--- src/rtl/spi_apb_arb_pkg.sv ---
// Shared types and default widths for the SPI APB requester arbiter.
// Imported by the arbiter top and reusable by sibling multi-master blocks.
package spi_apb_arb_pkg;

    typedef enum logic [1:0] {
        IDLE,
        SETUP,
        ACCESS,
        DONE
    } arb_state_t;

    localparam int unsigned DEF_NUM_REQ = 4;
    localparam int unsigned DEF_ADDR_W  = 8;
    localparam int unsigned DEF_DATA_W  = 32;
    localparam int unsigned DEF_TIMEOUT = 255;

endpackage

--- src/rtl/spi_rr_pick.sv ---
// Combinational round-robin picker: first set request at or after ptr+1.
// Returns the winning index and whether any request was present.
module spi_rr_pick #(
    parameter int unsigned NUM_REQ = 4,
    localparam int unsigned IDW = (NUM_REQ > 1) ? $clog2(NUM_REQ) : 1
) (
    input  logic [NUM_REQ-1:0] req_i,
    input  logic [IDW-1:0]     ptr_i,
    output logic [IDW-1:0]     grant_o,
    output logic               any_o
);

    logic [IDW-1:0] cand;

    always_comb begin
        grant_o = '0;
        any_o   = 1'b0;
        cand    = '0;
        for (int i = 0; i < int'(NUM_REQ); i++) begin
            cand = IDW'((int'(ptr_i) + 1 + i) % int'(NUM_REQ));
            if (!any_o && req_i[cand]) begin
                any_o   = 1'b1;
                grant_o = cand;
            end
        end
    end

endmodule

--- src/rtl/spi_apb_arbiter.sv ---
// Round-robin arbiter sharing the SPI controller APB slave port among
// several requesters, with a bounded wait-state timeout.
module spi_apb_arbiter
    import spi_apb_arb_pkg::*;
#(
    parameter int unsigned NUM_REQ = DEF_NUM_REQ,
    parameter int unsigned ADDR_W  = DEF_ADDR_W,
    parameter int unsigned DATA_W  = DEF_DATA_W,
    parameter int unsigned TIMEOUT = DEF_TIMEOUT
) (
    input  logic                       pclk_i,
    input  logic                       presetn_i,
    input  logic [NUM_REQ-1:0]         req_valid_i,
    input  logic [NUM_REQ-1:0]         req_write_i,
    input  logic [NUM_REQ*ADDR_W-1:0]  req_addr_i,
    input  logic [NUM_REQ*DATA_W-1:0]  req_wdata_i,
    output logic [NUM_REQ-1:0]         req_done_o,
    output logic [DATA_W-1:0]          rsp_rdata_o,
    output logic                       rsp_err_o,
    output logic [$clog2(NUM_REQ)-1:0] grant_id_o,
    output logic                       busy_o,
    output logic                       psel_o,
    output logic                       penable_o,
    output logic                       pwrite_o,
    output logic [ADDR_W-1:0]          paddr_o,
    output logic [DATA_W-1:0]          pwdata_o,
    input  logic [DATA_W-1:0]          prdata_i,
    input  logic                       pready_i,
    input  logic                       pslverr_i
);

    localparam int unsigned IDW = $clog2(NUM_REQ);
    localparam int unsigned CW  = $clog2(TIMEOUT + 1);

    arb_state_t          state_q, state_d;
    logic [IDW-1:0]      ptr_q, ptr_d;
    logic [IDW-1:0]      grant_q, grant_d;
    logic [CW-1:0]       cnt_q, cnt_d;
    logic                psel_q, psel_d;
    logic                penable_q, penable_d;
    logic                pwrite_q, pwrite_d;
    logic [ADDR_W-1:0]   paddr_q, paddr_d;
    logic [DATA_W-1:0]   pwdata_q, pwdata_d;
    logic [NUM_REQ-1:0]  done_q, done_d;
    logic [DATA_W-1:0]   rdata_q, rdata_d;
    logic                err_q, err_d;
    logic                busy_q, busy_d;

    logic [IDW-1:0]      pick;
    logic                pick_any;

    spi_rr_pick #(
        .NUM_REQ (NUM_REQ)
    ) u_pick (
        .req_i   (req_valid_i),
        .ptr_i   (ptr_q),
        .grant_o (pick),
        .any_o   (pick_any)
    );

    always_comb begin
        state_d   = state_q;
        ptr_d     = ptr_q;
        grant_d   = grant_q;
        cnt_d     = cnt_q;
        psel_d    = psel_q;
        penable_d = penable_q;
        pwrite_d  = pwrite_q;
        paddr_d   = paddr_q;
        pwdata_d  = pwdata_q;
        done_d    = '0;
        rdata_d   = rdata_q;
        err_d     = err_q;

        unique case (state_q)
            IDLE: begin
                if (pick_any) begin
                    state_d   = SETUP;
                    ptr_d     = pick;
                    grant_d   = pick;
                    pwrite_d  = req_write_i[pick];
                    paddr_d   = req_addr_i[pick*ADDR_W +: ADDR_W];
                    pwdata_d  = req_wdata_i[pick*DATA_W +: DATA_W];
                    psel_d    = 1'b1;
                    penable_d = 1'b0;
                end
            end
            SETUP: begin
                state_d   = ACCESS;
                penable_d = 1'b1;
            end
            ACCESS: begin
                if (pready_i || (cnt_q == CW'(TIMEOUT - 1))) begin
                    state_d   = DONE;
                    psel_d    = 1'b0;
                    penable_d = 1'b0;
                    cnt_d     = '0;
                    done_d    = NUM_REQ'(1) << grant_q;
                    // A timed-out access reports error with zeroed data
                    rdata_d   = (pready_i && !pwrite_q) ? prdata_i : '0;
                    err_d     = pready_i ? pslverr_i : 1'b1;
                end else begin
                    cnt_d = cnt_q + CW'(1);
                end
            end
            DONE: begin
                state_d = IDLE;
                cnt_d   = '0;
            end
            default: begin
                state_d = IDLE;
            end
        endcase

        busy_d = (state_d != IDLE);
    end

    always_ff @(posedge pclk_i or negedge presetn_i) begin
        if (!presetn_i) begin
            state_q   <= IDLE;
            ptr_q     <= IDW'(NUM_REQ - 1);
            grant_q   <= '0;
            cnt_q     <= '0;
            psel_q    <= 1'b0;
            penable_q <= 1'b0;
            pwrite_q  <= 1'b0;
            paddr_q   <= '0;
            pwdata_q  <= '0;
            done_q    <= '0;
            rdata_q   <= '0;
            err_q     <= 1'b0;
            busy_q    <= 1'b0;
        end else begin
            state_q   <= state_d;
            ptr_q     <= ptr_d;
            grant_q   <= grant_d;
            cnt_q     <= cnt_d;
            psel_q    <= psel_d;
            penable_q <= penable_d;
            pwrite_q  <= pwrite_d;
            paddr_q   <= paddr_d;
            pwdata_q  <= pwdata_d;
            done_q    <= done_d;
            rdata_q   <= rdata_d;
            err_q     <= err_d;
            busy_q    <= busy_d;
        end
    end

    assign req_done_o  = done_q;
    assign rsp_rdata_o = rdata_q;
    assign rsp_err_o   = err_q;
    assign grant_id_o  = grant_q;
    assign busy_o      = busy_q;
    assign psel_o      = psel_q;
    assign penable_o   = penable_q;
    assign pwrite_o    = pwrite_q;
    assign paddr_o     = paddr_q;
    assign pwdata_o    = pwdata_q;

endmodule

--- config.mk ---
export PLATFORM = sky130hd
export DESIGN_NAME = spi_apb_arbiter
export DESIGN_NICKNAME = d
export VERILOG_FILES = /design/src/rtl/spi_apb_arb_pkg.sv /design/src/rtl/spi_rr_pick.sv /design/src/rtl/spi_apb_arbiter.sv
export SDC_FILE = /design/constraint.sdc
export NUM_CORES = 1
export LEC_CHECK = 0
export BUFFER_PORTS_ARGS = -buffer_cell sky130_fd_sc_hd__buf_2
export CAP_MARGIN = 5
export CORE_AREA = 8 8 158 123
export CTS_CLUSTER_DIAMETER = 50
export DETAILED_ROUTE_END_ITERATION = 7
export DIE_AREA = 0 0 166 131
export PLACE_DENSITY_LB_ADDON = 0.1
export SLEW_MARGIN = 25
export SYNTH_ARGS = -nofsm -noshare
export SYNTH_HDL_FRONTEND = slang
export SYNTH_SLANG_ARGS = --single-unit
--- constraint.sdc ---
create_clock -name pclk_i -period 4.2 [get_ports pclk_i]
set_input_delay 0.84 -clock pclk_i [delete_from_list [all_inputs] [get_ports pclk_i]]
set_output_delay 0.84 -clock pclk_i [all_outputs]
set_load 0.05 [all_outputs]
Yosys cells after proc, flatten, opt, wreduce, memory -nomap -nowiden
Index checks and enable logic that the tools add are counted.
{"block": "totals", "out_inout_bits": 83, "register_bits": 95}
{"block": "op_classes", "reduce_logical": 18, "addsub": 5, "n_lt_le_gt_ge": 5, "eq_ne": 6, "muxes": 32, "shift": 3}
{"cell": "variable part select 128 x 8 -> 32 bit", "n": 1}
{"cell": "two-way mux 32 bit", "n": 1}
{"cell": "variable part select 32 x 6 -> 8 bit", "n": 1}
{"cell": "case mux 8 bit (2 select lines)", "n": 1}
{"cell": "less-than comparator 2 x 3 -> 1 bit (second input constant)", "n": 5}
{"cell": "two-way mux 1 bit", "n": 13}
{"cell": "two-way mux 2 bit", "n": 6}
{"cell": "binary-select mux 1 bit (select 2 bit)", "n": 5}
{"cell": "adder 8 x 1 -> 8 bit (second input constant)", "n": 1}
{"cell": "== test 8 bit (second input constant)", "n": 1}
{"cell": "two-way mux 4 bit", "n": 2}
{"cell": "two-way mux 8 bit", "n": 1}
{"cell": "case mux 2 bit (4 select lines)", "n": 1}
{"cell": "AND reduction 3 bit", "n": 2}
{"cell": "nonzero test 2 bit", "n": 3}
{"cell": "adder 2 x 1 -> 2 bit (second input constant)", "n": 2}
{"cell": "adder 2 bit (second input constant)", "n": 2}
{"cell": "== test 2 bit (second input constant)", "n": 2}
{"cell": "logical AND 1 bit", "n": 4}
{"cell": "zero test 1 bit", "n": 4}
{"cell": "!= test 2 bit (second input constant)", "n": 2}
{"cell": "AND reduction 2 bit", "n": 2}
{"cell": "left shift 1 x 2 -> 4 bit (first input constant)", "n": 1}
{"cell": "case mux 1 bit (3 select lines)", "n": 1}
{"cell": "5 further kinds", "n": 5}

Longest topological paths before layout
{"block": "logic_depth", "depth_word": 16, "depth_mapped": 9, "mapped_depth_nobuf": 7}

By module
Synthesis repeated with hierarchy kept, for this count alone.
{"block": "unflattened", "cells_unflattened": 398, "hier_area_um2": 5062.4}
{"module": "spi_apb_arbiter", "cells_per_inst": 384, "area_each_um2": 4971.0, "instances": 1}
{"module": "spi_rr_pick", "cells_per_inst": 14, "area_each_um2": 91.3, "instances": 1}

Worst setup path before layout
Ideal clock, no wire load.
{"block": "synth_path", "path_type": "input to register", "start": "input port req_valid_i[3]", "end": "register pwrite_q (netlist: pwrite_o)", "required_time_ps": 4066, "path_slack_ps": 1981, "arrival_time_ps": 2085, "n_path_buf": 2, "setup_time_ps": 134, "path_stages": 6, "cell_sequence": "or4_1 -> and2_4 -> buf_2 -> clkbuf_1 -> nor2_1 -> a211oi_2"}
{"block": "synth_via", "elab_chain_cells": 14}
{"element": "start, declared", "line_no": "spi_apb_arbiter.sv:13", "rtl": "input logic [NUM_REQ-1:0] req_valid_i,"}
{"element": "binary-select mux 1 bit (select 2 bit)", "line_no": "spi_rr_pick.sv:21", "rtl": "if (!any_o && req_i[cand]) begin"}
{"element": "two-way mux 1 bit (implied by the code)", "line_no": "spi_rr_pick.sv:21"}
{"element": "two-way mux 1 bit", "line_no": "spi_rr_pick.sv:21"}
{"element": "zero test 1 bit", "line_no": "spi_rr_pick.sv:21"}
{"element": "logical AND 1 bit", "line_no": "spi_rr_pick.sv:21"}
{"element": "two-way mux 1 bit", "line_no": "spi_rr_pick.sv:21"}
{"element": "zero test 1 bit", "line_no": "spi_rr_pick.sv:21"}
{"element": "logical AND 1 bit", "line_no": "spi_rr_pick.sv:21"}
{"element": "two-way mux 1 bit", "line_no": "spi_rr_pick.sv:21"}
{"element": "zero test 1 bit", "line_no": "spi_rr_pick.sv:21"}
{"element": "logical AND 1 bit", "line_no": "spi_rr_pick.sv:21"}
{"element": "two-way mux 2 bit", "line_no": "spi_rr_pick.sv:21"}
{"element": "binary-select mux 1 bit (select 2 bit)", "line_no": "spi_apb_arbiter.sv:81", "rtl": "pwrite_d = req_write_i[pick];"}
{"element": "two-way mux 1 bit (implied by the code)", "line_no": "spi_apb_arbiter.sv:81"}
{"element": "end signal, assigned", "line_no": "spi_apb_arbiter.sv:140", "rtl": "pwrite_q <= pwrite_d;"}
{"element": "end, declared", "line_no": "spi_apb_arbiter.sv:41", "rtl": "logic pwrite_q, pwrite_d;"}
Parallel ways exist; a longest one is shown, timed or not. The select of a mux whose other input is x is not followed.
A chain may end at the register's enable or synchronous reset.

Final worst setup path
{"block": "layout_path", "start": "input port req_valid_i[3]", "end": "register pwdata_q[1] (netlist: pwdata_o[1])"}
{"block": "layout_via", "elab_chain_cells": 13}
{"element": "binary-select mux 1 bit (select 2 bit)", "line_no": "spi_rr_pick.sv:21"}
{"element": "two-way mux 1 bit (implied by the code)", "line_no": "spi_rr_pick.sv:21"}
{"element": "two-way mux 1 bit", "line_no": "spi_rr_pick.sv:21"}
{"element": "zero test 1 bit", "line_no": "spi_rr_pick.sv:21"}
{"element": "logical AND 1 bit", "line_no": "spi_rr_pick.sv:21"}
{"element": "two-way mux 1 bit", "line_no": "spi_rr_pick.sv:21"}
{"element": "zero test 1 bit", "line_no": "spi_rr_pick.sv:21"}
{"element": "logical AND 1 bit", "line_no": "spi_rr_pick.sv:21"}
{"element": "two-way mux 1 bit", "line_no": "spi_rr_pick.sv:21"}
{"element": "zero test 1 bit", "line_no": "spi_rr_pick.sv:21"}
{"element": "logical AND 1 bit", "line_no": "spi_rr_pick.sv:21"}
{"element": "two-way mux 2 bit / two-way mux 1 bit (equally long branches)", "line_no": "spi_rr_pick.sv:21"}
{"element": "variable part select 128 x 8 -> 32 bit / AND reduction 2 bit (equally long branches)"}
{"element": "end signal, assigned", "line_no": "spi_apb_arbiter.sv:142", "rtl": "pwdata_q <= pwdata_d;"}
{"element": "end, declared", "line_no": "spi_apb_arbiter.sv:43", "rtl": "logic [DATA_W-1:0] pwdata_q, pwdata_d;"}
Parallel ways exist; a longest one is shown, timed or not. The select of a mux whose other input is x is not followed.

==> impl_metrics.csv <==
group,metric,value,unit
run_status,outcome,"finished clean",
cts,cts_setup_buffers,0,
timing,fmax,0.368,GHz
cts,cts-resized-gates,0,
timing,finalSetupViolations,0,
floorplanning,coreArea,0.0171,mm²
cts,clockBufferDepth,2,
critical_path,critical-path-top-delay-family,"simple AND/OR/NAND/NOR gates",
critical_path,cp_slowest_cell,"or4_1",
job,drv_cap,0,
critical_path,worstSetupEndpointType,"flip-flop",
min_path,min_path_type,"flip-flop to flip-flop",
cts,clkTransAtPathRegs,0.07,ns
timing,final.min_clock_period,2.72,ns
grt,antenna_found_initial,2,
critical_path,start_kind,"input port",
detailed_routing,dr.pass1.iters,4,
cts,cts_tree,"built",
placed_design,placed_area,0.00691,mm²
grt,grt_pass1_wl,28900,µm
timing,setup_slack,1.48,ns
cts,cts_made_buffers,9,
timing,tns,0,ns
cts,ctsHoldBuffers,0,
placed_design,post-place-ws,1.12,ns
cells_and_area,mostFrequentLayoutCell,"buf_2",
floorplanning,rows,42,
timing,finClkSkew,0.0115,ns
critical_path,cp_cell_sequence,"buf_2, or4_1, and2_4, o31ai_4, buf_4, a211oi_1, a211oi_1",
cells_and_area,areaGrowthSynthToFinish,36.4,%
placed_design,numPortBuffers,286,
critical_path,worstSetupStartpoint,"req_valid_i[3]",
floorplanning,start_util,0.310,
critical_path,critical_path_class,"input port to flip-flop",
placed_design,gp_congestion,0.819,
cells_and_area,layout-drive-gt1-share,0.449,
critical_path,crit_path_frequent_cell,"a211oi_1",
yosys,synth.top_cell.area_share,0.440,
yosys,syn_nets,746,
yosys,ys_ff_latch,95,
detailed_routing,drt_iter0_drc,257,
min_path,min_from,"rsp_rdata_o[21]",
power,p_per_area,807,mW/mm²
grt,grt_pass1_vias,5328,
placed_design,place_inst,1011,
critical_path,r2r_start,"ptr_q[1]",
cells_and_area,stdcell_area,0.00721,mm²
power,ir_worst_vdd,0.381,mV
placed_design,dp_hpwl,14300,µm
grt,gr-total-overflow,0,
grt,grt_usage,0.167,
yosys,netlist_area,0.00529,mm²
detailed_routing,num_vias,5083,
yosys,synthTopCellsByArea,"dfrtp_1, a211oi_2, mux2i_1",
cts,htreeDepth,3,
detailed_routing,final_antenna_net_count,0,
yosys,ys_async_sr_fraction,1.00,
yosys,ys.flop_type,"dfrtp_1",
cts,cts_root_buf,"clkbuf_16",
cells_and_area,layout.nets,1012,
critical_path,crit_arrival,2.96,ns
timing,maxSlewViolCount,0,
critical_path,critical_path.max_stage_delay,0.57,ns
yosys,synth-seq-area-share,0.450,
yosys,synth.avg_cell_area,9.86,µm²
floorplanning,dieArea,0.0217,mm²
cells_and_area,final_cell_mix,"buf_2, dfrtp_1, nand2_1",
critical_path,critPathBufInv,2,
yosys,synth_edf_count,0,
timing,period_share,0.647,
critical_path,path_max_fanout,48,
cts,clk_latency,0.35,ns
detailed_routing,vias_per_cell,4.94,
power,p_leak,0.00354,µW
floorplanning,die_h,131,µm
grt,grt_max_degree,71,
yosys,synth_cells,536,
critical_path,worstPathRequired,4.44,ns
yosys,synthDistinctLibCells,44,
detailed_routing,wire_per_inst,18.5,µm
floorplanning,die_x,166,µm
cells_and_area,finalNonFillerCells,1028,
timing,worst_pin_slew,0.706,ns
yosys,yosysWarnings,0,
detailed_routing,wirelength,19000,µm
yosys,yosysTopAreaCell,"dfrtp_1",
cts,clock-sinks,95,
timing,rsz0062_at_grt,"no",
timing,hold_viol,0,
detailed_routing,route.detailed.drc,0,
timing,slew-limit-headroom,0.528,
floorplanning,io_pins,287,
==> through the flow <==
stage               utilization  power, µW  hold WS [ns]
floorplan                     -       4160         0.450
global placement          0.404       5030         0.444
detailed placement        0.405       5060         0.451
CTS                       0.422       5900         0.467
global route              0.422       6170         0.477
finish                    0.422       5820         0.462
==> cell type report <==
cell class	instances	area (µm²)
Clock inverter	7	65.1
Inverter	6	22.5
Tap cell	220	275
Timing Repair Buffer	296	1530
Clock buffer	9	225
Fill cell	1696	9870
Antenna cell	1	2.50
Sequential cell	95	2380
Multi-Input combinational cell	394	2720
==> layer usage <==
metal	share of wire	up-vias	GRT usage	wire length (µm)
li1	-	2472	-	-
met4	0.011	2	0.0490	215
met2	0.49	172	0.279	9280
met1	0.44	2421	0.205	8280
met5	0.00063	-	0	12
met3	0.063	16	0.0537	1200
==> cells by family after synthesis <==
family	after synthesis	share of synthesized area
AO/OA/AOI/OAI	115	0.196
XOR/XNOR	2	0.00331
adder cells (fa/ha/maj)	6	0.0142
buffers and inverters	47	0.0421
flip-flops	95	0.450
multiplexers	42	0.0795
AND/OR/NAND/NOR	229	0.214
==> tightest hold or removal path, cell delays in order, from the launching register on <==
cell and delay (ns):
dfrtp_1 0.34, nand2_1 0.05, nand2_1 0.05
==> flip-flops by register name (all words and copies together), names as in the netlist <==
| name | cells |
|---|---|
| rsp_err_o | 1 |
| paddr_o | 8 |
| grant_id_o | 2 |
| state_q | 2 |
| psel_o | 1 |
| pwdata_o | 32 |
| pwrite_o | 1 |
| penable_o | 1 |
| ptr_q | 2 |
| req_done_o | 4 |
| rsp_rdata_o | 32 |
| busy_o | 1 |
| cnt_q | 8 |
==> report_power, final <==
| group | internal, µW | total, µW | leakage (µW) | switching [µW] |
|---|---|---|---|---|
| sequential | 1320 | 1550 | 0.00117 | 238 |
| clock | 415 | 809 | 0.000140 | 395 |
| combinational | 942 | 3460 | 0.00224 | 2520 |
==> synthesized netlist by cell type (3+ instances only) <==
| master | n |
|---|---|
| dfrtp_1 | 93 |
| nor2_1 | 52 |
| a211oi_2 | 38 |
| a21oi_1 | 6 |
| buf_2 | 16 |
| mux2i_1 | 42 |
| clkbuf_1 | 19 |
| buf_4 | 5 |
| ha_1 | 6 |
| or3_1 | 3 |
| nand3_1 | 34 |
| a211oi_1 | 44 |
| o31ai_1 | 3 |
| nand2b_1 | 6 |
| inv_1 | 6 |
| nor3b_1 | 40 |
| o21ai_0 | 11 |
| nand2_1 | 76 |
| nand4_1 | 3 |
==> worst paths after layout <==
check / slack, ns / to / cells after the start
setup / recovery: 1.48 / pwdata_o[1] / 7
hold / removal: 0.46 / rsp_rdata_o[21] / 2
setup reg to reg: 1.51 / pwdata_o[8] / 6
hold reg to reg: 0.46 / rsp_rdata_o[21] / 2
max in group asynchronous: 2.88 / rsp_rdata_o[1] / 2
min in group asynchronous: 0.51 / paddr_o[3] / 1
(Power assumes the default switching activity.)
